### config.mk
export PLATFORM = sky130hd
export DESIGN_NAME = secam_decoder
export DESIGN_NICKNAME = d
export VERILOG_FILES = /design/src/rtl/secam_decoder.sv
export SDC_FILE = /design/constraint.sdc
export NUM_CORES = 1
export LEC_CHECK = 0
export BUFFER_PORTS_ARGS = -buffer_cell sky130_fd_sc_hd__buf_2
export CAP_MARGIN = 40
export CORE_MARGIN = 2
export CORE_UTILIZATION = 50
export CTS_CLUSTER_SIZE = 10
export DETAILED_ROUTE_END_ITERATION = 10
export GPL_ROUTABILITY_DRIVEN = 0
export PLACE_DENSITY = 0.74
export REMOVE_ABC_BUFFERS = 1
export SETUP_SLACK_MARGIN = 0.2
export SYNTH_ARGS = -nofsm -noshare
export SYNTH_HDL_FRONTEND = slang
export SYNTH_SLANG_ARGS = --single-unit
### constraint.sdc
create_clock -name clk -period 5.75 [get_ports clk]
set_input_delay 1.15 -clock clk [delete_from_list [all_inputs] [get_ports clk]]
set_output_delay 1.15 -clock clk [all_outputs]
set_load 0.02 [all_outputs]
### src/rtl/secam_decoder.sv
// SECAM chroma FM demodulator.
// Measures the subcarrier period by counting clocks across a fixed number of
// rising zero crossings. The deviation from the Db or Dr rest count becomes a
// signed U (Db lines) or V (Dr lines) value. Each output holds its value until
// it is next written, which gives the line-delay behaviour downstream needs.
module secam_decoder #(
   parameter int ACC_CYCLES = 8,
   parameter int DB_REF     = 90,
   parameter int DR_REF     = 87,
   parameter int GAIN_SHIFT = 2,
   parameter int HYST       = 4,
   parameter int TIMEOUT    = 64
) (
   input  logic              clk,
   input  logic              rst_n,
   input  logic signed [7:0] chroma_in,
   input  logic              even_line,
   input  logic              line_start,
   input  logic              active,
   output logic signed [7:0] out_u,
   output logic signed [7:0] out_v,
   output logic              out_valid,
   output logic              carrier_present
);

   localparam int GAP_W = $clog2(TIMEOUT + 1);
   localparam int XW    = $clog2(ACC_CYCLES + 1);
   localparam int SH_W  = 13 + GAIN_SHIFT;

   localparam logic signed [7:0]      HYST_NEG = 8'(-HYST);
   localparam logic signed [12:0]     DB_REF_S = 13'(DB_REF);
   localparam logic signed [12:0]     DR_REF_S = 13'(DR_REF);
   localparam logic signed [SH_W-1:0] SAT_HI   = SH_W'(127);
   localparam logic signed [SH_W-1:0] SAT_LO   = SH_W'(-128);

   typedef enum logic [1:0] {
      IDLE,
      SYNC,
      MEASURE
   } state_t;

   state_t state, state_nxt;

   logic signed [7:0]      s0, s1;
   logic                   armed;
   logic                   cross_raw;
   logic                   cross_q;
   logic                   line_type;
   logic [11:0]            acc_cnt, acc_nxt, acc_sat;
   logic [GAP_W-1:0]       gap_cnt, gap_nxt;
   logic [XW-1:0]          xcnt, xcnt_nxt;
   logic signed [7:0]      u_nxt, v_nxt;
   logic                   valid_nxt;
   logic                   carrier_nxt;
   logic                   timeout;
   logic signed [12:0]     acc_ext;
   logic signed [12:0]     dev;
   logic signed [SH_W-1:0] dev_sh;
   logic signed [7:0]      dev_sat;

   // A rising crossing needs the detector to have been armed by a clearly negative sample.
   assign cross_raw = (s1 < 8'sd0) && (s0 >= 8'sd0) && armed;

   // Input pipeline, hysteresis arming, and a registered crossing strobe for the FSM.
   always_ff @(posedge clk) begin
      if (!rst_n) begin
         s0      <= '0;
         s1      <= '0;
         armed   <= 1'b0;
         cross_q <= 1'b0;
      end else begin
         s0      <= chroma_in;
         s1      <= s0;
         cross_q <= cross_raw;
         if (cross_raw)
            armed <= 1'b0;
         else if (s0 <= HYST_NEG)
            armed <= 1'b1;
      end
   end

   // Latch the line type at every line start, whatever the measurement state.
   always_ff @(posedge clk) begin
      if (!rst_n)
         line_type <= 1'b0;
      else if (line_start)
         line_type <= even_line;
   end

   // Window length including the current clock, then deviation, gain and saturation.
   always_comb begin
      acc_sat = (acc_cnt == 12'hFFF) ? acc_cnt : acc_cnt + 12'd1;
      acc_ext = $signed({1'b0, acc_sat});
      dev     = line_type ? (DB_REF_S - acc_ext) : (acc_ext - DR_REF_S);
      dev_sh  = SH_W'(dev) <<< GAIN_SHIFT;
      if (dev_sh > SAT_HI)
         dev_sat = 8'sd127;
      else if (dev_sh < SAT_LO)
         dev_sat = -8'sd128;
      else
         dev_sat = dev_sh[7:0];
   end

   // Next-state and output decisions; line_start beats a crossing, a crossing beats timeout.
   always_comb begin
      state_nxt   = state;
      acc_nxt     = acc_cnt;
      gap_nxt     = gap_cnt;
      xcnt_nxt    = xcnt;
      u_nxt       = out_u;
      v_nxt       = out_v;
      valid_nxt   = 1'b0;
      carrier_nxt = carrier_present;
      timeout     = 1'b0;
      case (state)
         IDLE: begin
            acc_nxt  = '0;
            gap_nxt  = '0;
            xcnt_nxt = '0;
            if (active)
               state_nxt = SYNC;
         end
         SYNC, MEASURE: begin
            if (!active) begin
               state_nxt = IDLE;
               acc_nxt   = '0;
               gap_nxt   = '0;
               xcnt_nxt  = '0;
            end else begin
               timeout = !cross_q && (gap_cnt == GAP_W'(TIMEOUT - 1));
               if (cross_q)
                  gap_nxt = '0;
               else if (gap_cnt != GAP_W'(TIMEOUT))
                  gap_nxt = gap_cnt + GAP_W'(1);
               if (state == MEASURE)
                  acc_nxt = acc_sat;
               if (line_start) begin
                  state_nxt = SYNC;
               end else if (cross_q) begin
                  if (state == SYNC) begin
                     state_nxt = MEASURE;
                     acc_nxt   = '0;
                     xcnt_nxt  = '0;
                  end else if (xcnt == XW'(ACC_CYCLES - 1)) begin
                     // The completing crossing also opens the next window, so the
                     // count restarts from the same point as a fresh start out of SYNC.
                     xcnt_nxt    = '0;
                     acc_nxt     = '0;
                     valid_nxt   = 1'b1;
                     carrier_nxt = 1'b1;
                     if (line_type)
                        u_nxt = dev_sat;
                     else
                        v_nxt = dev_sat;
                  end else begin
                     xcnt_nxt = xcnt + XW'(1);
                  end
               end
               if (timeout) begin
                  state_nxt   = SYNC;
                  carrier_nxt = 1'b0;
                  valid_nxt   = 1'b1;
                  if (line_type)
                     u_nxt = '0;
                  else
                     v_nxt = '0;
               end
            end
         end
         default: state_nxt = IDLE;
      endcase
   end

   // State, counters and output registers.
   always_ff @(posedge clk) begin
      if (!rst_n) begin
         state           <= IDLE;
         acc_cnt         <= '0;
         gap_cnt         <= '0;
         xcnt            <= '0;
         out_u           <= '0;
         out_v           <= '0;
         out_valid       <= 1'b0;
         carrier_present <= 1'b0;
      end else begin
         state           <= state_nxt;
         acc_cnt         <= acc_nxt;
         gap_cnt         <= gap_nxt;
         xcnt            <= xcnt_nxt;
         out_u           <= u_nxt;
         out_v           <= v_nxt;
         out_valid       <= valid_nxt;
         carrier_present <= carrier_nxt;
      end
   end

endmodule

Word level (Yosys, flattened, before mapping)

Cells that the tools add are included.

Register bits after elaboration: 62
Input port bits: 13
Output and inout bits: 18

Add/sub/neg operators: 5
Order comparisons: 5
Equality and inequality tests: 14
Mux-type cells: 52
Bitwise gates (word level): 1
Reductions and logical operators: 16

Operators by type and width:

| cell                    | number |
|---|---|
| $mux W8                 | 16 |
| $mux W12                | 7 |
| $pmux W12 S2            | 1 |
| $mux W7                 | 3 |
| $mux W4                 | 5 |
| $gt A15 B8 Y1 const B   | 1 |
| $lt A15 B8 Y1 const B   | 1 |
| $pmux W7 S2             | 1 |
| $mux W13                | 1 |
| $sub A12 B7 Y13 const B | 1 |
| $sub A7 B12 Y13 const A | 1 |
| $add A12 B1 Y12 const B | 1 |
| $eq A12 B12 Y1 const B  | 1 |
| $mux W2                 | 6 |
| $mux W1                 | 10 |
| $ne A5 B5 Y1 const B    | 2 |
| $reduce_and A3 Y1       | 3 |
| $ge A8 B1 Y1 const B    | 1 |
| $le A8 B3 Y1 const B    | 1 |
| $lt A8 B1 Y1 const B    | 1 |
| $pmux W4 S2             | 1 |
| $add A7 B1 Y7 const B   | 1 |
| $eq A7 B6 Y1 const B    | 1 |
| $ne A7 B7 Y1 const B    | 1 |
| other kinds (17)        | 25 |

Longest topological paths before layout

Gate-level depths: netlist (run 1).

Depth after elaboration: 14
Gate-level depth with buffers: 14

Worst setup path before layout (run 1)

OpenSTA, ideal clock, no wires.

Path kind: reg2reg
Start point: register acc_cnt[1]
End point: register out_v[6]
Library setup time: 0.133 ns
Arrival: 3.702 ns
Data required time: 5.617 ns
Path slack: 1.915 ns
Stages on the path, launching flop included: 14
Path buffers: 0
Cells stage by stage: dfxtp_1 ha_1 nand3_4 nor4_1 xnor2_1 ha_1 o21ai_0 a2111o_1 o2111ai_1 a22oi_4 xor2_2 or4b_4 o2111ai_4 o211ai_1

Longest elaborated chain between the ends: 14

Ends and longest elaborated chain:

| element                                            | RTL line | source |
|---|---|---|
| start, declared                                    | 49       | `logic [11:0] acc_cnt, acc_nxt, acc_sat;` |
| start signal, assigned                             | 187      | `acc_cnt <= acc_nxt;` |
| $add A12 B1 Y12 or $eq A12 B12 Y1 (tied branches)  | 92       | `acc_sat = (acc_cnt == 12'hFFF) ? acc_cnt : acc_cnt + 12'd1;` |
| $mux W12 (*)                                       | 92       |  |
| $sub A12 B7 Y13 or $sub A7 B12 Y13 (tied branches) | 94       | `dev = line_type ? (DB_REF_S - acc_ext) : (acc_ext - DR_REF_S);` |
| $mux W13 (*)                                       | 94       |  |
| $lt A15 B8 Y1                                      | 98       | `else if (dev_sh < SAT_LO)` |
| $mux W8                                            | 98       |  |
| $mux W8 (*)                                        | 96       | `if (dev_sh > SAT_HI)` |
| $mux W8 (*)                                        | 151      | `if (line_type)` |
| $mux W8 (*)                                        | 144      | `end else if (xcnt == XW'(ACC_CYCLES - 1)) begin` |
| $mux W8 (*)                                        | 140      | `if (state == SYNC) begin` |
| $mux W8 (*)                                        | 139      | `end else if (cross_q) begin` |
| $mux W8 (*)                                        | 137      | `if (line_start) begin` |
| $mux W8                                            | 163      | `if (line_type)` |
| $mux W8 (*)                                        | 159      | `if (timeout) begin` |
| end signal, assigned                               | 191      | `out_v <= v_nxt;` |
| end, declared                                      | 21       | `output logic signed [7:0] out_v,` |

Every way passes the cells marked *; elsewhere a longest branch is shown, timed or not.
A chain may end at the register's enable or synchronous reset.

Worst setup path in the final report (run 1)

Start point: register acc_cnt[0]
End point: register out_v[6]

The elaborated chain is that of the path after synthesis.

==> run summary, run 1 <==
met3 Use GR = 4.38%
Worst path top cell family by delay = compound AO/OA/AOI/OAI gates
r2r endpoint = out_v[6]$_SDFFE_PN0P_
YS warnings = 0
routed wire length per instance = 14.7 um
hold depth = 2
post-CTS sizing = 0
Post-synth top cells = dfxtp_1, nand2_1, nor2_1
Congestion Overflow GR = 0
port buffer count = 30
drt first pass iters = 4
critical path type = register to register
Final HPWL DP = 5670 um
standard-cell rows = 30
DIE AREA = 7850 um2
CP max-delay cell = dfxtp_1
CP dominant cell by count = ha_1
CTS max path bufs = 2
vias per cell = 5.80
peak supply drop = 0.000107 V
pin count of the biggest net entering global routing = 49
first-pass GRT wire length = 12800 um
WP data required = 5.95 ns
crit path buf inv count = 0
critical path endpoint category = register
Fin Clk Skew = 0.00855 ns
final setup TNS = 0 ns
DR iter-0 viols = 160
fillers = 632
share of cells above drive strength 1 = 19.2%
CP arrival = 4.99 ns
CP Cell Sequence = ha_1 -> nand3_4 -> nor4_1 -> xnor2_1 -> ha_1 -> o21ai_0 -> a2111o_1 -> o2111ai_1 -> a22oi_4 -> xor2_2 -> or4b_4 -> o2111ai_4 -> o211ai_1
GRT met2 Usage = 33.6%
# Max-Cap Violations = 0
TritonCTS clock tree = yes
cts hold-fix bufs = 0
Final Setup Violations = 0
minimum hold slack = 0.445 ns
synthesized area = 3580 um2
CTS Root Cell = clkbuf_8
predominant post-synthesis flop cell = dfxtp_1
outcome = complete, no violations
die height = 88.6 um
fraction of registers with async set/reset = 0%
hold endpoint = cross_q$_SDFF_PN0_
core region area = 6870 um2
Post-DRT Antenna Nets = 0
Rel. slew slack = 39.2%
flops & latches, synth = 55
detailed-route via count = 2997
post-synthesis sequential area ratio = 30.8%
final wirelength = 7610 um
Final Hold Fails = 0
Post-CTS Setup Repair Bufs = 0
H-tree depth = 2
slowest stage delay, CP = 0.60 ns
clock latency on the worst-skew pair = 0.32 ns
Worst Hold Launch = armed$_SDFFE_PP0P_
Reg clk slew, reported paths = 0.11 ns
largest area contributor in the netlist = dfxtp_1
top-count cell post-synth = dfxtp_1
crit start category = register
syn avg cell area = 8.86 um2
diode count = 0
Cell variety after synth = 83
worst reg-to-reg setup slack = 0.96 ns
Initial Utilization = 52.1%
Worst Max-Slew Pin Slew = 0.911 ns
fin. max-slew vios = 0
top-area cell type share of the netlist area = 30.8%
Final #Nets = 443
Final Cycle Share = 83.3%
pwr dens = 183 nW/um2
TritonCTS buffer count = 5
RSZ-0062 raised after global routing = false
Residual DRC = 0
EDFF count, synth = 0
most used routing layer = met2
io pins = 31
Reg-to-Reg Start = acc_cnt[0]$_SDFFE_PN0P_
Max Freq = 209 MHz
gr usage total = 20.5%
CTS Sinks = 55
Syn Inst Count = 404
initial antenna violation count = 0
Hold Crit Class = register to register
Area contributors post-synth = dfxtp_1, nand2_1, ha_1, and2_1, o211ai_1
M1 GR Usage = 26.7%
r2r worst-path depth = 13
CP max FO = 13
post-layout min period = 4.79 ns
number of global-route vias before repair = 2744
Layout area overhead = 7.48%
Die X = 88.6 um
Util after Layout = 56.0%
leakage = 1.48 nW
sequential cells by signal (all words and copies together), names as in the netlist:
signal,cells
armed,1
carrier_present,1
cross_q,1
state,2
acc_cnt,12
s1,1
line_type,1
xcnt,4
out_u,8
out_v,8
s0,8
out_valid,1
gap_cnt,7
worst reg2reg max path: stages, from the launching register on:
cell	delay, ns
dfxtp_1	0.60
ha_1	0.57
nand3_4	0.20
nor4_1	0.59
xnor2_1	0.28
ha_1	0.26
o21ai_0	0.10
a2111o_1	0.49
o2111ai_1	0.30
a22oi_4	0.09
xor2_2	0.23
or4b_4	0.54
o2111ai_4	0.28
o211ai_1	0.14
per-stage QoR:
step / setup slack, ns / cells / instance area, um2 / power [mW]
finish: 0.961 / 517 / 3850 / 0.705
detailed placement: 1.03 / 509 / 3740 / 0.476
global route: 0.663 / 517 / 3850 / 0.738
floorplan: 1.57 / 382 / 3470 / 0.454
global placement: 1.23 / 509 / 3740 / 0.474
CTS: 1.01 / 517 / 3850 / 0.711
report_power, final:
part | switching (mW) | total [mW] | leakage (nW) | internal (mW)
clock network | 0.144 | 0.237 | 0.0519 | 0.0928
logic | 0.0444 | 0.0731 | 0.978 | 0.0287
registers | 0.00702 | 0.395 | 0.446 | 0.388
total | 0.195 | 0.705 | 1.48 | 0.509
per-layer routing:
layer / vias to the layer above / share of wire, %
li1: 1531 / -
met1: 1386 / 49
met2: 62 / 45
met3: 18 / 3.4
met4: 0 / 2.6
met5: - / 0
area by class of cell:
| type | count | area, um2 | share of cell area, % |
|---|---|---|---|
| Multi-Input combinational cell | 317 | 2330 | 60.5 |
| Sequential cell | 55 | 1100 | 28.6 |
| Timing Repair Buffer | 31 | 158 | 4.10 |
| Tap cell | 96 | 120 | 3.12 |
| Clock buffer | 5 | 68.8 | 1.79 |
| Inverter | 10 | 37.5 | 0.976 |
| Clock inverter | 3 | 33.8 | 0.878 |
cell usage in the layout (no fill, tap or decap), types with 2 or more instances in the layout:
cell       n
mux2_2     5
a22oi_1   10
a211oi_2   3
o211ai_1  13
or3_1      4
and4_1     7
a31oi_1    8
nor2b_1   15
a21oi_1   12
nor4_4     2
nor3_1     6
xnor2_1    4
nor3b_1    2
o21ai_0   13
nor2_1    21
a21boi_1   4
a211o_1    3
a21oi_2    2
inv_6      2
nand2_1   45
nand3_1   11
or2_2      4
o21bai_1   2
nor4_1     8
mux2i_1    9
nand4_1    6
or4_1      2
nand2b_1   4
buf_2     30
inv_1     10
xor2_1     6
clkbuf_8   5
dfxtp_1   55
and2_1    18
nand4_4    2
ha_1      10
and3_1     8
a21boi_0   6
kinds of logic after synthesis:
family          after synthesis  synth area share (%)
mux                          14                  4.09
xor+xnor                     12                  3.36
simple gates                174                  28.5
buf+inv                      32                  4.20
flops                        55                  30.8
fa+ha+maj                    11                  3.78
compound gates              106                  25.4
how the worst max path moves through the flow:
stage,cells after the start,startpoint,endpoint,slack (ns)
final,13,acc_cnt[0]$_SDFFE_PN0P_,out_v[6]$_SDFFE_PN0P_,0.96
after detailed placement,13,acc_cnt[0]$_SDFFE_PN0P_,out_v[6]$_SDFFE_PN0P_,1.03
after global routing,13,acc_cnt[0]$_SDFFE_PN0P_,out_v[4]$_SDFFE_PN0P_,0.66
after floorplan,13,acc_cnt[0]$_SDFFE_PN0P_,out_v[6]$_SDFFE_PN0P_,1.57
after CTS,13,acc_cnt[0]$_SDFFE_PN0P_,out_v[6]$_SDFFE_PN0P_,1.01
after global placement,13,acc_cnt[0]$_SDFFE_PN0P_,out_v[6]$_SDFFE_PN0P_,1.23
(Power assumes the default switching activity.)
==> run 2, diff against run 1 <==
==> constraint.sdc (replaced) <==
create_clock -name clk -period 5 [get_ports clk]
set_input_delay 1 -clock clk [delete_from_list [all_inputs] [get_ports clk]]
set_output_delay 1 -clock clk [all_outputs]
set_load 0.02 [all_outputs]
==> run 2 against run 1 <==
- sequential share of layout area decreased by 0.13 points
- maximum frequency grew 6.7%
- register-to-register slack worse by 0.45 ns
- setup slack got worse by 0.45 ns
- first-iteration DRC count increased by 41%
- via count is 0.60% higher
- largest power group unchanged
- clock power grew 13%
==> run summary, run 2 (synthesized netlist as in run 1, its figures left out) <==
diode count = 0 (unchanged)
routed wire length per instance = 14.4 um (-2.4%)
slowest stage delay, CP = 0.57 ns (-0.03 ns)
DR iter-0 viols = 226 (+41%)
detailed-route via count = 3015 (+0.60%)
# Max-Cap Violations = 0 (unchanged)
Rel. slew slack = 40.7% (+1.5 points)
critical path endpoint category = register
H-tree depth = 2 (unchanged)
CP max-delay cell = nor4_1
core region area = 6870 um2 (unchanged)
commonest non-fill, non-tap cell in the layout = dfxtp_1
die height = 88.6 um (unchanged)
Final HPWL DP = 5650 um (-0.37%)
share of cells above drive strength 1 = 19.9% (+0.62 points)
post-layout min period = 4.49 ns (-0.301 ns)
leakage = 1.48 nW (+0.45%)
CP Cell Sequence = ha_2 -> nand3_4 -> nor4_1 -> xnor2_1 -> ha_1 -> o21ai_0 -> a2111o_1 -> o2111ai_1 -> a22oi_4 -> xor2_2 -> or4b_4 -> o2111ai_4 -> o211ai_1
TritonCTS buffer count = 5 (unchanged)
io pins = 31 (unchanged)
Final Setup Violations = 0 (unchanged)
final setup TNS = 0 ns (unchanged)
multi-input logic area = 2330 um2 (+0.11%)
crit path buf inv count = 0 (unchanged)
Reg clk slew, reported paths = 0.11 ns (about the same)
Residual DRC = 0 (unchanged)
CP max FO = 13 (unchanged)
CTS max path bufs = 2 (unchanged)
Max Freq = 223 MHz (+6.7%)
Hold Crit Class = register to register
port buffer count = 30 (unchanged)
Largest Register = acc_cnt
Final #Nets = 445 (+0.45%)
number of global-route vias before repair = 2725 (-0.69%)
Worst path top cell family by delay = compound AO/OA/AOI/OAI gates
Layout area overhead = 7.97%
CTS Sinks = 55 (unchanged)
pwr dens = 208 nW/um2 (+14%)
Initial Utilization = 52.1% (unchanged)
peak supply drop = 0.000111 V (+4.0%)
Post-DRT Antenna Nets = 0 (unchanged)
fin. max-slew vios = 0 (unchanged)
Worst Max-Slew Pin Slew = 0.888 ns (-0.0229 ns)
Congestion Overflow GR = 0 (unchanged)
most frequent cells in the layout = dfxtp_1, nand2_1, buf_2
Final Cycle Share = 89.8% (+6.5 points)
critical path type = register to register
Fin Clk Skew = 0.0124 ns (+0.00380 ns)
fillers = 639 (+1.1%)
Placed Instance Area = 3760 um2 (+0.40%)
initial antenna violation count = 0 (unchanged)
DIE AREA = 7850 um2 (unchanged)
minimum hold slack = 0.440 ns (-0.00469 ns)
max reg flops = 12 (unchanged)
TritonCTS clock tree = yes
register area = 1100 um2 (unchanged)
CP arrival = 4.68 ns (-0.31 ns)
standard-cell rows = 30 (unchanged)
vias per cell = 5.81 (+0.21%)
clock latency on the worst-skew pair = 0.32 ns (about the same)
drt first pass iters = 5 (+1)
CTS Root Cell = clkbuf_8
Die X = 88.6 um (unchanged)
gr usage total = 20.4% (-0.031 points)
first-pass GRT wire length = 12800 um (about the same)
final wirelength = 7460 um (-2.0%)
crit start category = register
Final Hold Fails = 0 (unchanged)
RSZ-0062 raised after global routing = false
pin count of the biggest net entering global routing = 49 (unchanged)
WP data required = 5.19 ns (-0.76 ns)
outcome = complete, no violations
Final Instance Area = 3860 um2 (+0.46%)
[run 2: cell count changes in the layout (fill, tap and decap cells not counted), sizes merged]
cell,delta
clkinv,+1
buf,+2
inv,-1
[run 2: repair_timing]
action | 4_1_cts | 5_1_grt
hold buffers | 0 | 0
setup buffers | 0 | 0
gates resized for setup | 0 | 1
endpoints found under the setup margin | 0 | 14
hold endpoints to repair | 0 | 0
[run 2: metrics by stage]
step	util [%]	cells	power, mW	worst slack (ns)
final	56.2	519	0.804	0.512
after global routing	56.2	519	0.851	0.204
after CTS	56.2	519	0.814	0.381
after detailed placement	54.7	511	0.547	0.437
after global placement	54.7	511	0.545	0.590
after floorplan	-	382	0.522	0.821
[run 2: final timing paths]
kind                                              start                    end  slack (ns)  depth (start not counted)
worst max register to register  acc_cnt[1]$_SDFFE_PN0P_  out_v[6]$_SDFFE_PN0P_        0.51                         13
worst min-delay path                 armed$_SDFFE_PP0P_     cross_q$_SDFF_PN0_        0.44                          2
worst min register to register       armed$_SDFFE_PP0P_     cross_q$_SDFF_PN0_        0.44                          2
worst max-delay path            acc_cnt[1]$_SDFFE_PN0P_  out_v[6]$_SDFFE_PN0P_        0.51                         13
[run 2: final cells by class]
type,instances,area share (%)
Timing Repair Buffer,33,4.47
Sequential cell,55,28.5
Clock inverter,3,0.874
Multi-Input combinational cell,317,60.3
Inverter,10,0.972
Clock buffer,5,1.78
Tap cell,96,3.11
[run 2: report_power, final]
group | switching, mW | internal, mW | total [mW]
Clock | 0.163 | 0.106 | 0.268
Combinational | 0.0488 | 0.0332 | 0.0820
Sequential | 0.00799 | 0.446 | 0.454
Total | 0.219 | 0.585 | 0.804
[run 2: worst min-delay path: cells and delay by family, from the launching register on]
kind,cells,cell delay (ns)
flops,1,0.32
simple gates,2,0.09
[run 2: routing by layer]
| metal | vias to the layer above | wire length, um | track usage [%] |
|---|---|---|---|
| met5 | - | 0 | 0 |
| met4 | 0 | 126 | 6.20 |
| met3 | 13 | 314 | 3.45 |
| met2 | 67 | 3430 | 33.6 |
| met1 | 1397 | 3590 | 27.6 |
| li1 | 1538 | - | - |
==> run 3, diff against run 2 <==
--- a/config.mk
+++ b/config.mk
@@ -5,10 +5,11 @@
 export SDC_FILE = /design/constraint.sdc
 export NUM_CORES = 1
 export LEC_CHECK = 0
-export BUFFER_PORTS_ARGS = -buffer_cell sky130_fd_sc_hd__buf_2
+export BUFFER_PORTS_ARGS = -buffer_cell sky130_fd_sc_hd__clkbuf_2
 export CAP_MARGIN = 40
 export CORE_MARGIN = 2
 export CORE_UTILIZATION = 50
+export CTS_BUF_LIST = sky130_fd_sc_hd__clkbuf_4
 export CTS_CLUSTER_SIZE = 10
 export DETAILED_ROUTE_END_ITERATION = 10
 export GPL_ROUTABILITY_DRIVEN = 0
==> run 3 against run 2 <==
- wire length increased by 1.7%
- first-iteration DRC count decreased by 23%
- setup slack got worse by 0.016 ns
- hold slack improved by 0.0081 ns
- sequential power about the same
- register-to-register slack got worse by 0.02 ns
- largest cell class unchanged
==> run summary, run 3 (synthesized netlist as in run 1, its figures left out) <==
Net Sw Power = 0.211 mW (-3.7%)
Max Freq = 222 MHz (-0.35%)
minimum hold slack = 0.448 ns (+0.00808 ns)
pwr dens = 196 nW/um2 (-5.6%)
standard-cell rows = 30 (unchanged)
critical path endpoint category = register
Reg clk slew, reported paths = 0.19 ns (+0.08 ns)
peak supply drop = 0.0000993 V (-11%)
max reg flops = 12 (unchanged)
detailed-route via count = 3047 (+1.1%)
Post-CTS Setup Repair Bufs = 0 (unchanged)
outcome = complete, no violations
Final Hold Fails = 0 (unchanged)
most frequent cells in the layout = dfxtp_1, nand2_1, clkbuf_2
r2r endpoint = out_v[5]$_SDFFE_PN0P_
critical path type = register to register
Final Setup Violations = 0 (unchanged)
Worst path top cell family by delay = compound AO/OA/AOI/OAI gates
Final HPWL DP = 5790 um (+2.5%)
port buffer count = 30 (unchanged)
die height = 88.6 um (unchanged)
io pins = 31 (unchanged)
H-tree depth = 2 (unchanged)
CP arrival = 4.78 ns (+0.10 ns)
Hold Crit Class = register to register
Clock power frac = 28.5% (-4.9 points)
vias per cell = 5.87 (+1.1%)
final wirelength = 7590 um (+1.7%)
TritonCTS buffer count = 5 (unchanged)
Initial Utilization = 52.1% (unchanged)
crit start category = register
slowest stage delay, CP = 0.59 ns (+0.02 ns)
pin count of the biggest net entering global routing = 48 (-2.0%)
Residual DRC = 0 (unchanged)
# Max-Cap Violations = 0 (unchanged)
Final Instance Area = 3830 um2 (-0.94%)
commonest non-fill, non-tap cell in the layout = dfxtp_1
fin. max-slew vios = 0 (unchanged)
Die X = 88.6 um (unchanged)
RSZ-0062 raised after global routing = false
DR iter-0 viols = 175 (-23%)
hold depth = 2 (unchanged)
Final #Nets = 445 (unchanged)
worst reg-to-reg setup slack = 0.50 ns (-0.02 ns)
diode count = 0 (unchanged)
CP max FO = 13 (unchanged)
Post-DRT Antenna Nets = 0 (unchanged)
r2r worst-path depth = 13 (unchanged)
share of power burned in registers = 60.5% (+4.1 points)
share of cells above drive strength 1 = 19.9% (unchanged)
Largest Register = acc_cnt
core region area = 6870 um2 (unchanged)
Fin Clk Skew = 0.0230 ns (+0.0106 ns)
routed wire length per instance = 14.6 um (+1.7%)
hold endpoint = cross_q$_SDFF_PN0_
drt first pass iters = 6 (+1)
gr usage total = 20.2% (-0.23 points)
Final Cycle Share = 90.1% (+0.32 points)
initial antenna violation count = 0 (unchanged)
cts hold-fix bufs = 0 (unchanged)
post-layout min period = 4.50 ns (+0.0159 ns)
Layout area overhead = 6.96%
CP max-delay cell = nor4_1
Pint = 0.541 mW (-7.5%)
Worst Max-Slew Pin Slew = 0.887 ns (-0.000570 ns)
DIE AREA = 7850 um2 (unchanged)
CTS Root Cell = clkbuf_4
CTS max path bufs = 2 (unchanged)
Reg-to-Reg Start = acc_cnt[1]$_SDFFE_PN0P_
Comb power frac = 11.1% (+0.9 points)
clock latency on the worst-skew pair = 0.39 ns (+0.07 ns)
first-pass GRT wire length = 12800 um (-0.22%)
WP data required = 5.27 ns (+0.08 ns)
final setup TNS = 0 ns (unchanged)
crit path buf inv count = 0 (unchanged)
number of global-route vias before repair = 2751 (+0.95%)
CTS Sinks = 55 (unchanged)
switch share = 28.1% (+0.81 points)
Worst Hold Launch = s1[7]$_SDFF_PN0_
leakage = 1.45 nW (-1.9%)
TritonCTS clock tree = yes
CP Cell Sequence = ha_2 -> nand3_4 -> nor4_1 -> xnor2_1 -> ha_1 -> o21ai_0 -> a2111o_1 -> o2111ai_1 -> a22oi_4 -> xor2_2 -> or4b_4 -> o2111ai_4 -> o211ai_1
Congestion Overflow GR = 0 (unchanged)
Util after Layout = 55.7% (-0.53 points)
Rel. slew slack = 40.8% (about the same)
Placed Instance Area = 3760 um2 (unchanged)
run 3: cell types whose count changed in the layout (fill, tap and decap cells not counted):
cell and change:
buf_2 -30, clkinv_8 -1, clkinv_4 +1, inv_8 +1
clkbuf_2 +30, inv_6 -1, clkbuf_8 -5, clkbuf_4 +5
run 3: per-layer routing:
metal / up-vias / global-route usage [%] / share of wire (%)
met1: 1423 / 27.2 / 48
met5: - / 0 / 0
met2: 76 / 34.2 / 46
met3: 10 / 3.17 / 4.6
met4: 0 / 4.55 / 1.4
li1: 1538 / - / -
run 3: cell type report:
type / count / area [um2]
Clock buffer: 5 / 37.5
Clock inverter: 3 / 28.8
Fill cell: 619 / 3040
Inverter: 10 / 37.5
Multi-Input combinational cell: 317 / 2330
Sequential cell: 55 / 1100
Tap cell: 96 / 120
Timing Repair Buffer: 33 / 173
run 3: timing repair:
item / 4_1_cts / 5_1_grt
gates resized for setup: 0 / 1
hold endpoints to repair: 0 / 0
endpoints found under the setup margin: 0 / 14
run 3: worst max path at each step:
| stage | to | cells past startpoint | start |
|---|---|---|---|
| after global routing | out_v[6]$_SDFFE_PN0P_ | 13 | acc_cnt[1]$_SDFFE_PN0P_ |
| after global placement | out_v[6]$_SDFFE_PN0P_ | 13 | acc_cnt[1]$_SDFFE_PN0P_ |
| after CTS | out_v[4]$_SDFFE_PN0P_ | 13 | acc_cnt[1]$_SDFFE_PN0P_ |
| final | out_v[5]$_SDFFE_PN0P_ | 13 | acc_cnt[1]$_SDFFE_PN0P_ |
| after floorplan | out_v[6]$_SDFFE_PN0P_ | 13 | acc_cnt[0]$_SDFFE_PN0P_ |
| after detailed placement | out_v[3]$_SDFFE_PN0P_ | 13 | acc_cnt[1]$_SDFFE_PN0P_ |
run 3: power groups by stage:
stage	Clock (mW)	Combinational [mW]	Sequential, mW
5_1_grt	0.241	0.0945	0.457
2_1_floorplan	0	0.0596	0.462
4_1_cts	0.225	0.0837	0.455
6_report	0.214	0.0833	0.455
3_3_place_gp	0	0.0811	0.464
3_5_place_dp	0	0.0834	0.464
run 3: stage by stage:
stage,worst slack [ns],power [mW],cells
after floorplan,0.821,0.522,382
after global placement,0.592,0.545,511
after detailed placement,0.426,0.547,511
after CTS,0.397,0.763,519
after global routing,0.228,0.792,519
final,0.496,0.752,519
run 3: tightest hold or removal path, cell delays in order, from the launching register on:
cell,delay [ns]
dfxtp_1,0.33
inv_1,0.05
nor3_1,0.05
